## config.mk

```make
export PLATFORM = sky130hd
export DESIGN_NAME = data_mem_bridge
export DESIGN_NICKNAME = d
export VERILOG_FILES = /design/src/rtl/mem_pkg.sv /design/src/rtl/mem_lane_steer.sv /design/src/rtl/data_mem_bridge.sv
export SDC_FILE = /design/constraint.sdc
export NUM_CORES = 1
export LEC_CHECK = 0
export CAP_MARGIN = 10
export CORE_MARGIN = 2
export CORE_UTILIZATION = 41
export CTS_CLUSTER_SIZE = 25
export DETAILED_ROUTE_END_ITERATION = 12
export GPL_TIMING_DRIVEN = 0
export PLACE_DENSITY_LB_ADDON = 0.05
export SLEW_MARGIN = 20
export SYNTH_ARGS = -nofsm -noshare
export SYNTH_HDL_FRONTEND = slang
export SYNTH_SLANG_ARGS = --single-unit
```

## constraint.sdc

```tcl
create_clock -name i_clk -period 3.73 [get_ports i_clk]
set_input_delay 0.5595 -clock i_clk [delete_from_list [all_inputs] [get_ports i_clk]]
set_output_delay 0.5595 -clock i_clk [all_outputs]
set_load 0.01 [all_outputs]
```

## src/rtl/mem_pkg.sv

```systemverilog
// Shared types for the LSU-to-data-memory bridge:
// access sizes, bridge FSM states and the default response timeout.
package mem_pkg;

  typedef enum logic [1:0] {
    MemByte = 2'd0,
    MemHalf = 2'd1,
    MemWord = 2'd2
  } mem_size_e;

  typedef enum logic [1:0] {
    Idle = 2'd0,
    Req  = 2'd1,
    Resp = 2'd2,
    Done = 2'd3
  } bridge_state_e;

  localparam int TIMEOUT_DEFAULT = 255;

endpackage

```

## src/rtl/mem_lane_steer.sv

```systemverilog
// Byte-lane steering: strobes, replicated store data, shifted load data, alignment.
// Ports: i_off/i_size/i_wdata/i_rdata in; o_wstrb/o_wdata/o_rdata/o_misaligned out.
module mem_lane_steer
  import mem_pkg::*;
#(
  parameter  int XLEN = 32,
  localparam int NB   = XLEN / 8,
  localparam int OFFW = $clog2(NB)
) (
  input  logic [OFFW-1:0] i_off,
  input  logic [1:0]      i_size,
  input  logic [XLEN-1:0] i_wdata,
  input  logic [XLEN-1:0] i_rdata,
  output logic [NB-1:0]   o_wstrb,
  output logic [XLEN-1:0] o_wdata,
  output logic [XLEN-1:0] o_rdata,
  output logic            o_misaligned
);

  logic [NB-1:0] base;

  always_comb begin
    base         = '0;
    o_wdata      = i_wdata;
    o_misaligned = 1'b0;
    unique case (i_size)
      MemByte: begin
        base    = NB'(1);
        o_wdata = {NB{i_wdata[7:0]}};
      end
      MemHalf: begin
        base         = NB'(3);
        o_wdata      = {(NB/2){i_wdata[15:0]}};
        o_misaligned = i_off[0];
      end
      // reserved encoding 2'b11 behaves as a word
      default: begin
        base         = NB'(4'hF);
        o_wdata      = {(NB/4){i_wdata[31:0]}};
        o_misaligned = |i_off[1:0];
      end
    endcase
    o_wstrb = base << i_off;
    o_rdata = i_rdata >> {i_off, 3'b000};
  end

endmodule

```

## src/rtl/data_mem_bridge.sv

```systemverilog
// Converts single-cycle LSU accesses into valid/ready memory transactions.
// Ports: i_lsu_* request, o_lsu_rdata/o_stall/o_misaligned/o_access_fault, o_mem_req_* / i_mem_rsp_*.
module data_mem_bridge
  import mem_pkg::*;
#(
  parameter int XLEN    = 32,
  parameter int TIMEOUT = TIMEOUT_DEFAULT
) (
  input  logic              i_clk,
  input  logic              i_rst,
  input  logic              i_lsu_wvalid,
  input  logic              i_lsu_rvalid,
  input  logic [1:0]        i_lsu_size,
  input  logic [XLEN-1:0]   i_lsu_addr,
  input  logic [XLEN-1:0]   i_lsu_wdata,
  output logic [XLEN-1:0]   o_lsu_rdata,
  output logic              o_stall,
  output logic              o_misaligned,
  output logic              o_access_fault,
  output logic              o_mem_req_valid,
  input  logic              i_mem_req_ready,
  output logic              o_mem_req_we,
  output logic [XLEN-1:0]   o_mem_req_addr,
  output logic [XLEN-1:0]   o_mem_req_wdata,
  output logic [XLEN/8-1:0] o_mem_req_wstrb,
  input  logic              i_mem_rsp_valid,
  input  logic [XLEN-1:0]   i_mem_rsp_rdata,
  input  logic              i_mem_rsp_err
);

  localparam int NB   = XLEN / 8;
  localparam int OFFW = $clog2(NB);
  localparam int CNTW = (TIMEOUT > 1) ? $clog2(TIMEOUT) : 1;
  localparam logic [CNTW-1:0] CntLast = CNTW'(TIMEOUT - 1);

  bridge_state_e   state_q, state_d;
  logic [CNTW-1:0] cnt_q, cnt_d;
  logic [XLEN-1:0] addr_q, addr_d;
  logic [XLEN-1:0] wdata_q, wdata_d;
  logic [XLEN-1:0] rdata_q, rdata_d;
  logic [NB-1:0]   wstrb_q, wstrb_d;
  logic [OFFW-1:0] off_q, off_d;
  logic            we_q, we_d;
  logic            fault_q, fault_d;

  logic            lsu_req;
  logic [OFFW-1:0] st_off;
  logic [NB-1:0]   st_wstrb;
  logic [XLEN-1:0] st_wdata;
  logic [XLEN-1:0] st_rdata;
  logic            st_mis;

  // an LSU request seen during reset must not leak onto the outputs
  assign lsu_req = (i_lsu_wvalid | i_lsu_rvalid) & ~i_rst;

  // live LSU offset while idle, captured offset once the access is in flight
  assign st_off = (state_q == Idle) ? i_lsu_addr[OFFW-1:0] : off_q;

  mem_lane_steer #(
    .XLEN (XLEN)
  ) u_steer (
    .i_off        (st_off),
    .i_size       (i_lsu_size),
    .i_wdata      (i_lsu_wdata),
    .i_rdata      (i_mem_rsp_rdata),
    .o_wstrb      (st_wstrb),
    .o_wdata      (st_wdata),
    .o_rdata      (st_rdata),
    .o_misaligned (st_mis)
  );

  always_ff @(posedge i_clk or posedge i_rst) begin
    if (i_rst) begin
      state_q <= Idle;
      cnt_q   <= '0;
      addr_q  <= '0;
      wdata_q <= '0;
      rdata_q <= '0;
      wstrb_q <= '0;
      off_q   <= '0;
      we_q    <= 1'b0;
      fault_q <= 1'b0;
    end else begin
      state_q <= state_d;
      cnt_q   <= cnt_d;
      addr_q  <= addr_d;
      wdata_q <= wdata_d;
      rdata_q <= rdata_d;
      wstrb_q <= wstrb_d;
      off_q   <= off_d;
      we_q    <= we_d;
      fault_q <= fault_d;
    end
  end

  always_comb begin
    state_d         = state_q;
    cnt_d           = cnt_q;
    addr_d          = addr_q;
    wdata_d         = wdata_q;
    rdata_d         = rdata_q;
    wstrb_d         = wstrb_q;
    off_d           = off_q;
    we_d            = we_q;
    fault_d         = fault_q;
    o_stall         = 1'b0;
    o_misaligned    = 1'b0;
    o_mem_req_valid = 1'b0;
    unique case (state_q)
      Idle: begin
        if (lsu_req) begin
          if (st_mis) begin
            o_misaligned = 1'b1;
          end else begin
            o_stall = 1'b1;
            state_d = Req;
            // store wins when both request lines are high
            we_d    = i_lsu_wvalid;
            addr_d  = {i_lsu_addr[XLEN-1:OFFW], {OFFW{1'b0}}};
            off_d   = i_lsu_addr[OFFW-1:0];
            wstrb_d = i_lsu_wvalid ? st_wstrb : '0;
            wdata_d = i_lsu_wvalid ? st_wdata : '0;
            rdata_d = '0;
            fault_d = 1'b0;
          end
        end
      end
      Req: begin
        o_stall         = 1'b1;
        o_mem_req_valid = 1'b1;
        if (i_mem_req_ready) begin
          state_d = Resp;
          cnt_d   = '0;
        end
      end
      Resp: begin
        o_stall = 1'b1;
        if (i_mem_rsp_valid) begin
          rdata_d = i_mem_rsp_err ? '0 : st_rdata;
          fault_d = i_mem_rsp_err;
          state_d = Done;
        end else if (cnt_q == CntLast) begin
          rdata_d = '0;
          fault_d = 1'b1;
          state_d = Done;
        end else begin
          cnt_d = cnt_q + 1'b1;
        end
      end
      Done: begin
        state_d = Idle;
      end
      default: begin
        state_d = Idle;
      end
    endcase
  end

  assign o_mem_req_we    = we_q;
  assign o_mem_req_addr  = addr_q;
  assign o_mem_req_wdata = wdata_q;
  assign o_mem_req_wstrb = wstrb_q;
  assign o_lsu_rdata     = (state_q == Done) ? rdata_q : '0;
  assign o_access_fault  = (state_q == Done) & fault_q;

  a_one_dir : assert property (@(posedge i_clk) disable iff (i_rst)
    !(i_lsu_wvalid && i_lsu_rvalid));

  a_size_ok : assert property (@(posedge i_clk) disable iff (i_rst)
    !((i_lsu_wvalid || i_lsu_rvalid) && i_lsu_size == 2'b11));

endmodule

```

; Yosys cells after proc, flatten, opt, wreduce, memory -nomap -nowiden
; Cells that the tools add are included.
[totals]
reg_bits = 112
latch_bits = 0
mem_bits_rw = 0
mem_bits_ro = 0
output_inout_bits = 105
elab_cells = 73
memories = 0
[op_classes]
n_addsub = 1
n_mul = 0
div = 0
order_cmp = 0
eq_ne = 11
shifts = 2
mux = 35
bitwise = 5
n_reduce_logical = 10
[ops]
columns = cell, count
row1 = 2-to-1 mux 32 bit, 7
row2 = one-hot mux 32 bit (2 select lines), 2
row3 = >> shifter 32 x 5 -> 32 bit, 1
row4 = 2-to-1 mux 8 bit, 3
row5 = one-hot mux 8 bit (2 select lines), 1
row6 = 2-to-1 mux 2 bit, 6
row7 = AND reduction 4 bit, 3
row8 = 2-to-1 mux 1 bit, 10
row9 = != test 2 bit (second input constant), 5
row10 = adder 8 x 1 -> 8 bit (second input constant), 1
row11 = equality test 8 bit (second input constant), 1
row12 = one-hot mux 2 bit (4 select lines), 1
row13 = one-hot mux 4 bit (2 select lines), 1
row14 = one-hot mux 1 bit (2 select lines), 3
row15 = equality test 2 x 1 -> 1 bit (second input constant), 2
row16 = equality test 2 bit (second input constant), 2
row17 = zero test 2 bit, 2
row18 = 2-to-1 mux 4 bit, 1
row19 = nonzero test 2 bit, 2
row20 = OR reduction 2 bit, 2
row21 = left shift 4 x 2 -> 4 bit, 1
row22 = != test 3 bit (second input constant), 1
row23 = AND reduction 3 bit, 1
row24 = AND 1 bit, 2
row25 = 2 further kinds, 3

; Longest topological paths before layout
; Gate-level depths: netlist (run 1).
[logic_depth]
depth_word = 7
mapped_depth = 9
mapped_depth_nobuf = 6

; Hierarchy
; From an unflattened synthesis (run 1), not the netlist that was laid out.
[hier_totals]
cells_unflattened = 624
hier_area_um2 = 5883.1
[by_module_without_submodules]
columns = mod, instances, cells_per_inst, area_per_inst_um2, seq_area_each_um2
row1 = data_mem_bridge, 1, 497, 4858.4, 2802.7
row2 = mem_lane_steer, 1, 127, 1024.7, 0.0

; Worst setup path after synthesis (run 1)
; OpenSTA, ideal clock, no wires.
[synth_path]
path_type = in2reg
start = input port i_rst
end = register wstrb_q[2] (netlist: o_mem_req_wstrb[2])
setup_time_ps = 67
arrival_ps = 3437
required_time_ps = 3663
slack_ps = 226
cell_stages = 3
path_buffers = 0
path_cell_list = inv_1 and3_1 a32o_1
[synth_between]
elab_chain_cells = 3
[synth_lines]
columns = item, line_no
row1 = start: declaration, data_mem_bridge.sv:10  ; input logic i_rst,
row2 = inverter 1 bit, data_mem_bridge.sv:54  ; assign lsu_req = (i_lsu_wvalid | i_lsu_rvalid) & ~i_rst;
row3 = AND 1 bit, data_mem_bridge.sv:54
row4 = AND reduction 3 bit (no source line), --
row5 = end signal: assignment, data_mem_bridge.sv:89  ; wstrb_q <= wstrb_d;
row6 = end: declaration, data_mem_bridge.sv:41  ; logic [NB-1:0] wstrb_q, wstrb_d;
; No other way between the ends.
; A chain may end at the register's enable or synchronous reset.

; Worst setup path in the final report (run 1)
[layout_path]
start = register state_q[0]
end = output port o_stall
[layout_between]
elab_chain_cells = 7
elab_cells_between_ends = 10
cone_classes = eq/ne: 2 / mux: 5 / reduce/logical: 3
[layout_lines]
columns = item, line_no
row1 = start: declaration, data_mem_bridge.sv:36  ; bridge_state_e state_q, state_d;
row2 = start signal: assignment, data_mem_bridge.sv:74  ; state_q <= Idle;
row3 = start signal: assignment, data_mem_bridge.sv:84  ; state_q <= state_d;
row4 = zero test 2 bit, "data_mem_bridge.sv:57, data_mem_bridge.sv:109"
row5 = 2-to-1 mux 2 bit, data_mem_bridge.sv:57  ; assign st_off = (state_q == Idle) ? i_lsu_addr[OFFW-1:0] : off_q;
row6 = OR reduction 2 bit, mem_lane_steer.sv:40  ; o_misaligned = |i_off[1:0];
row7 = one-hot mux 1 bit (2 select lines), mem_lane_steer.sv:26  ; unique case (i_size)
row8 = 2-to-1 mux 1 bit, data_mem_bridge.sv:112  ; if (st_mis) begin
row9 = 2-to-1 mux 1 bit, data_mem_bridge.sv:111  ; if (lsu_req) begin
row10 = one-hot mux 1 bit (2 select lines) *, data_mem_bridge.sv:109  ; unique case (state_q)
row11 = end: declaration, data_mem_bridge.sv:17  ; output logic o_stall,
; Mark *: on every way between the ends. The rest lies on a longest branch, timed or not.

==> flow_metrics.py, run 1 <==
metrics = {
    "run": {
        "maxCapViolCount": 0,
    },
    "route": {
        "wl_per_cell_um": 17.6,
        "dr.pass1.iters": 4,
        "vias": 4712,
        "drc": 0,
        "via_per_inst": 5.07,
        "drt-total-wl_um": 16400,
        "ant_nets": 0,
        "drt_iter0_drc": 226,
    },
    "pwr": {
        "ir_drop_mv": 0.353,
        "p_leak_nw": 3.92,
        "finalPower_w": 0.00557,
        "power_density_nw_per_um2": 654,
    },
    "global_route": {
        "grt_antenna_before_repair": 0,
        "grt_pass1_wl_um": 25100,
        "grt.overflow.total": 0,
        "track_usage_pct": 21.5,
        "grt_max_degree": 62,
        "first_global_vias": 4859,
    },
    "sta": {
        "fmax_mhz": 285,
        "finalSetupViolations": 0,
        "min_period_ns": 3.51,
        "final-hold-violation-count": 0,
        "period_share_pct": 94.2,
        "slew_violations": 0,
        "tightest_slew_ns": 0.880,
        "fin_skew_ns": 0.00799,
        "setup_tns_ns": 0,
        "rsz0062_at_grt": "no",
        "timing.final.ws_setup_ns": 0.218,
        "slew_headroom_pct": 40.9,
    },
    "cts": {
        "cts_num_sinks": 112,
        "numCtsBuffers": 9,
        "cts_buffer_depth": 2,
        "cts_root_buf": "clkbuf_16",
        "clk_pin_slew_ns": 0.08,
        "tritoncts": "built",
        "cts-htree-levels": 3,
        "clock_latency_ns": 0.36,
    },
    "floorplanning": {
        "die_w_um": 124,
        "placementRows": 43,
        "core_um2": 13900,
        "initial_core_util_pct": 42.1,
        "die_y_um": 124,
        "io_pins": 210,
        "die_area_um2": 15300,
    },
    "synthesis": {
        "yosysUniqueCellTypes": 49,
        "async_flop_share_pct": 100,
        "synth_area_per_cell_um2": 11.2,
        "yosysSeqAreaShare_pct": 47.8,
        "mappedNetlistArea_um2": 5870,
        "synth_edf_count": 0,
        "ys_seq_elements": 112,
        "yosys_warnings": 0,
        "synth_cells": 526,
        "synth_flop_cell": "dfrtp_1",
    },
    "layout": {
        "diodes": 0,
        "fin_util_pct": 61.1,
        "layout.nets": 857,
        "syn2layout_area_growth_pct": 45.0,
        "final_cell_mix": "clkdlybuf4s50_1, dfrtp_1, mux2_1",
        "design_area_um2": 8510,
        "drive_above_1_share_pct": 5.34,
        "mostFrequentLayoutCell": "clkdlybuf4s50_1",
    },
    "setup_path": {
        "endpoint_kind": "output pin",
        "critPathMaxFanout": 16,
        "r2r_slack_ns": 1.11,
        "critPathKind": "flip-flop to output pin",
        "start_kind": "flip-flop",
        "crit_required_ns": 3.17,
        "cp.arrival_ns": 2.95,
    },
    "outcome": {
        "status": "complete, no violations",
    },
    "placement": {
        "dp_hpwl_um": 12500,
        "place.port_buffers": 206,
        "gp_congestion": 0.922,
        "dp_slack_ns": 0.194,
        "placed_cell_area_um2": 8190,
    },
    "min_path": {
        "min-delay-path-class": "flip-flop to flip-flop",
    },
}
## final cells by class
cell class                 instances  area, µm²
buffer                            30        188
clock buffer                      10        239
clock inverter                     5       65.1
fill                            1127       5430
inverter                          32        125
multi-input combinational        352       2770
sequential                       112       2800
tap                              180        225
timing repair buffer             208       2100
## through the flow
stage          cells  hold WS [ns]
2_1_floorplan    527         0.449
3_3_place_gp     913         0.461
3_5_place_dp     914         0.466
4_1_cts          929         0.484
5_1_grt          929         0.502
6_report         929         0.479
## where the power goes
part	switching (W)	total, W	internal (W)
Clock	0.000468	0.00101	0.000544
Combinational	0.00120	0.00263	0.00144
Sequential	0.000253	0.00192	0.00167
Total	0.00192	0.00557	0.00365
## logic make-up after synthesis
group                      synth area share (%)
muxes                                      26.7
xor gates and xnor gates                  0.448
and+or+nand+nor                            11.2
AOI/OAI and AO/OA                          7.10
adders and majority gates                  1.49
DFF                                        47.8
buffers and inverters                      5.29
other                                    0.0639
## state kept, by name, indices dropped and copies added, names as in the netlist
signal,count
o_mem_req_wdata,32
rdata_q,32
o_mem_req_addr,30
cnt_q,8
o_mem_req_wstrb,4
off_q,2
state_q,2
fault_q,1
o_mem_req_we,1
## metal layers
layer / vias to the layer above / part of all wire (%) / GRT usage (%)
met4: 0 / 2.2 / 8.59
li1: 2248 / - / -
met5: - / 0 / 0
met1: 2281 / 42 / 26.5
met2: 160 / 49 / 36.7
met3: 23 / 6.7 / 4.62
## cells in the mapped netlist (all sizes together) (2+ instances only)
master,number,area [µm²]
and2,33,206
buf,21,153
o31ai,3,22.5
or2,2,12.5
a21boi,8,60.1
ha,7,87.6
nor2b,9,56.3
a21oi,5,25.0
o2bb2ai,8,70.1
o22ai,8,50.1
dfrtp,112,2800
nor3,2,10.0
nor2,14,52.6
inv,32,120
nand3,8,40.0
clkbuf,10,37.5
o211ai,2,15.0
or3,2,12.5
mux2,77,871
xnor2,2,17.5
mux2i,68,693
o2111ai,2,17.5
o21ai,15,75.1
nand2,58,218
## final timing paths
kind | from | end | cells past startpoint
setup / recovery | state_q[0] | o_stall | 8
hold / removal | rdata_q[8] | rdata_q[8] | 1
setup reg to reg | state_q[0] | rdata_q[9] | 9
hold reg to reg | rdata_q[8] | rdata_q[8] | 1
max in group asynchronous | i_rst | rdata_q[22] | 3
min in group asynchronous | i_rst | o_mem_req_wdata[24] | 2
## timing repair
| action | in CTS | in global routing |
|---|---|---|
| setup endpoints to repair | 1 | 1 |
| hold buffers | 0 | 0 |
| setup buffers | 1 | 0 |
| resized for setup | 0 | 3 |
| endpoints found under the hold margin | 0 | 0 |
## worst max-delay path, stage by stage, from the launching register on
cell and delay, ns:
dfrtp_1 0.42, inv_1 0.12, ha_1 0.18, buf_6 0.17, mux2_4 0.36, a221o_1 0.35
buf_4 0.23, a21oi_1 0.20, clkdlybuf4s50_1 0.56
Power figures use the tool's default switching activity.
==> run 2, diff against run 1 <==
--- a/config.mk
+++ b/config.mk
@@ -7,7 +7,7 @@
 export LEC_CHECK = 0
 export CAP_MARGIN = 10
 export CORE_MARGIN = 2
-export CORE_UTILIZATION = 41
+export CORE_UTILIZATION = 45
 export CTS_CLUSTER_SIZE = 25
 export DETAILED_ROUTE_END_ITERATION = 12
 export GPL_TIMING_DRIVEN = 0
==> constraint.sdc (replaced) <==
create_clock -name i_clk -period 3.65 [get_ports i_clk]
set_input_delay 0.5475 -clock i_clk [delete_from_list [all_inputs] [get_ports i_clk]]
set_output_delay 0.5475 -clock i_clk [all_outputs]
set_load 0.01 [all_outputs]
==> flow_metrics.py, run 2 (synthesis results as in run 1) <==
metrics = {
    "placement": {
        "placed_cells_incl_taps": 906,
        "place.port_buffers": 206,
        "gp_congestion": 0.874,
        "dp_hpwl_um": 12200,
    },
    "layout": {
        "layout.nets": 857,
        "final_cell_mix": "clkdlybuf4s50_1, dfrtp_1, mux2_1",
        "final_cell_count_no_fill": 922,
        "diodes": 0,
        "mostFrequentLayoutCell": "clkdlybuf4s50_1",
        "nFillCells": 983,
        "drive_above_1_share_pct": 5.33,
        "syn2layout_area_growth_pct": 44.8,
    },
    "cts": {
        "tritoncts": "built",
        "cts_hold_buf": 0,
        "cts-htree-levels": 3,
        "cts_root_buf": "clkbuf_16",
        "clk_pin_slew_ns": 0.07,
        "numCtsBuffers": 9,
        "clock_latency_ns": 0.35,
        "cts_buffer_depth": 2,
        "cts_num_sinks": 112,
    },
    "sta": {
        "rsz0062_at_grt": "no",
        "min_period_ns": 3.50,
        "setup_tns_ns": 0,
        "finalSetupViolations": 0,
        "slew_violations": 0,
        "tightest_slew_ns": 0.962,
        "period_share_pct": 96.0,
        "fmax_mhz": 285,
        "final-hold-violation-count": 0,
        "slew_headroom_pct": 35.4,
        "fin_skew_ns": 0.00649,
    },
    "setup_path": {
        "start_kind": "flip-flop",
        "cp.arrival_ns": 2.96,
        "r2r_end": "rdata_q[8]",
        "critPathKind": "flip-flop to output pin",
        "cp_slowest_cell": "clkdlybuf4s50_1",
        "critPathMaxFanout": 16,
        "rr_worst_depth": 8,
        "cp_cell_sequence": "inv_1 -> ha_1 -> buf_6 -> mux2_4 -> a221o_1 -> buf_4 -> a21oi_1 -> clkdlybuf4s50_1",
        "crit_required_ns": 3.10,
        "slowest_delay_ns": 0.56,
        "rr_startpoint": "state_q[0]",
        "endpoint_kind": "output pin",
        "r2r_slack_ns": 1.10,
    },
    "run": {
        "maxCapViolCount": 0,
    },
    "route": {
        "drt-total-wl_um": 16100,
        "via_per_inst": 5.11,
        "wl_per_cell_um": 17.5,
        "drt_iter0_drc": 291,
        "vias": 4713,
        "ant_nets": 0,
        "dr.pass1.iters": 6,
        "drc": 0,
    },
    "global_route": {
        "grt_antenna_before_repair": 0,
        "grt.overflow.total": 0,
        "grt_max_degree": 60,
        "first_global_vias": 4930,
        "track_usage_pct": 23.6,
        "grt_pass1_wl_um": 26200,
    },
    "min_path": {
        "min-delay-path-class": "flip-flop to flip-flop",
        "hold_depth": 1,
        "hold_end": "rdata_q[1]",
        "holdCritStartpoint": "rdata_q[1]",
    },
    "floorplanning": {
        "initial_core_util_pct": 46.3,
        "die_w_um": 118,
        "die_area_um2": 14000,
        "placementRows": 41,
        "core_um2": 12700,
        "die_y_um": 118,
        "io_pins": 210,
    },
    "pwr": {
        "p_leak_nw": 3.92,
        "ir_drop_mv": 0.343,
        "power_density_nw_per_um2": 668,
    },
    "outcome": {
        "status": "complete, no violations",
    },
}
==> run 2: power by group <==
group	switching (W)	total (W)	internal (W)
Sequential	0.000257	0.00196	0.00171
Combinational	0.00122	0.00269	0.00146
Clock	0.000485	0.00103	0.000541
Total	0.00196	0.00567	0.00371
==> run 2: metal layers <==
metal | vias up | share of wire (%) | GRT usage (%)
met5 | - | 0 | 0
li1 | 2240 | - | -
met2 | 153 | 50 | 40.3
met4 | 0 | 1.6 | 7.23
met1 | 2300 | 43 | 30.4
met3 | 20 | 5.9 | 4.25
==> run 2: worst max path at each step <==
stage,start,to,cells past startpoint
finish,state_q[0],o_stall,8
global route,state_q[0],o_stall,9
CTS,state_q[0],o_stall,9
detailed placement,i_lsu_addr[1],o_stall,8
global placement,i_rst,rdata_q[29],2
floorplan,i_rst,cnt_q[0],1
==> run 2: area by class of cell <==
cell class | instances | area (µm²) | share of cell area [%]
clock inverters | 7 | 77.6 | 0.913
clock buffers | 9 | 225 | 2.65
inverters | 32 | 125 | 1.47
multi-input cells | 352 | 2760 | 32.5
flip-flops and latches | 112 | 2800 | 33.0
plain buffers | 30 | 188 | 2.21
repair buffers | 208 | 2100 | 24.7
well taps | 172 | 215 | 2.53
==> run 2: critical path: cells and delay by family, from the launching register on <==
family / cells / cell delay, ns
AOI/OAI and AO/OA: 2 / 0.56
buffers and inverters: 4 / 1.08
DFF: 1 / 0.43
muxes: 1 / 0.36
adders and majority gates: 1 / 0.18
==> run 2: per-stage QoR <==
stage	util (%)	area [µm²]	hold WS, ns	setup WS [ns]	power [W]
2_1_floorplan	-	5870	0.449	0.131	0.00338
3_3_place_gp	64.3	8150	0.459	-1.67	0.00460
3_5_place_dp	64.6	8180	0.468	0.148	0.00469
4_1_cts	66.9	8480	0.486	0.0762	0.00573
5_1_grt	67.0	8490	0.498	0.0304	0.00602
6_report	67.0	8490	0.481	0.147	0.00567
==> run 2: timing repair <==
item / CTS / global route
setup endpoints to repair: 1 / 1
gates resized for setup: 1 / 0
buffers inserted: 0 / 1
==> run 3, diff against run 2 <==
--- a/config.mk
+++ b/config.mk
@@ -8,7 +8,6 @@
 export CAP_MARGIN = 10
 export CORE_MARGIN = 2
 export CORE_UTILIZATION = 45
-export CTS_CLUSTER_SIZE = 25
 export DETAILED_ROUTE_END_ITERATION = 12
 export GPL_TIMING_DRIVEN = 0
 export PLACE_DENSITY_LB_ADDON = 0.05
==> results of run 3 <==
Final layout, timing and power as in run 2 (identical DEF).
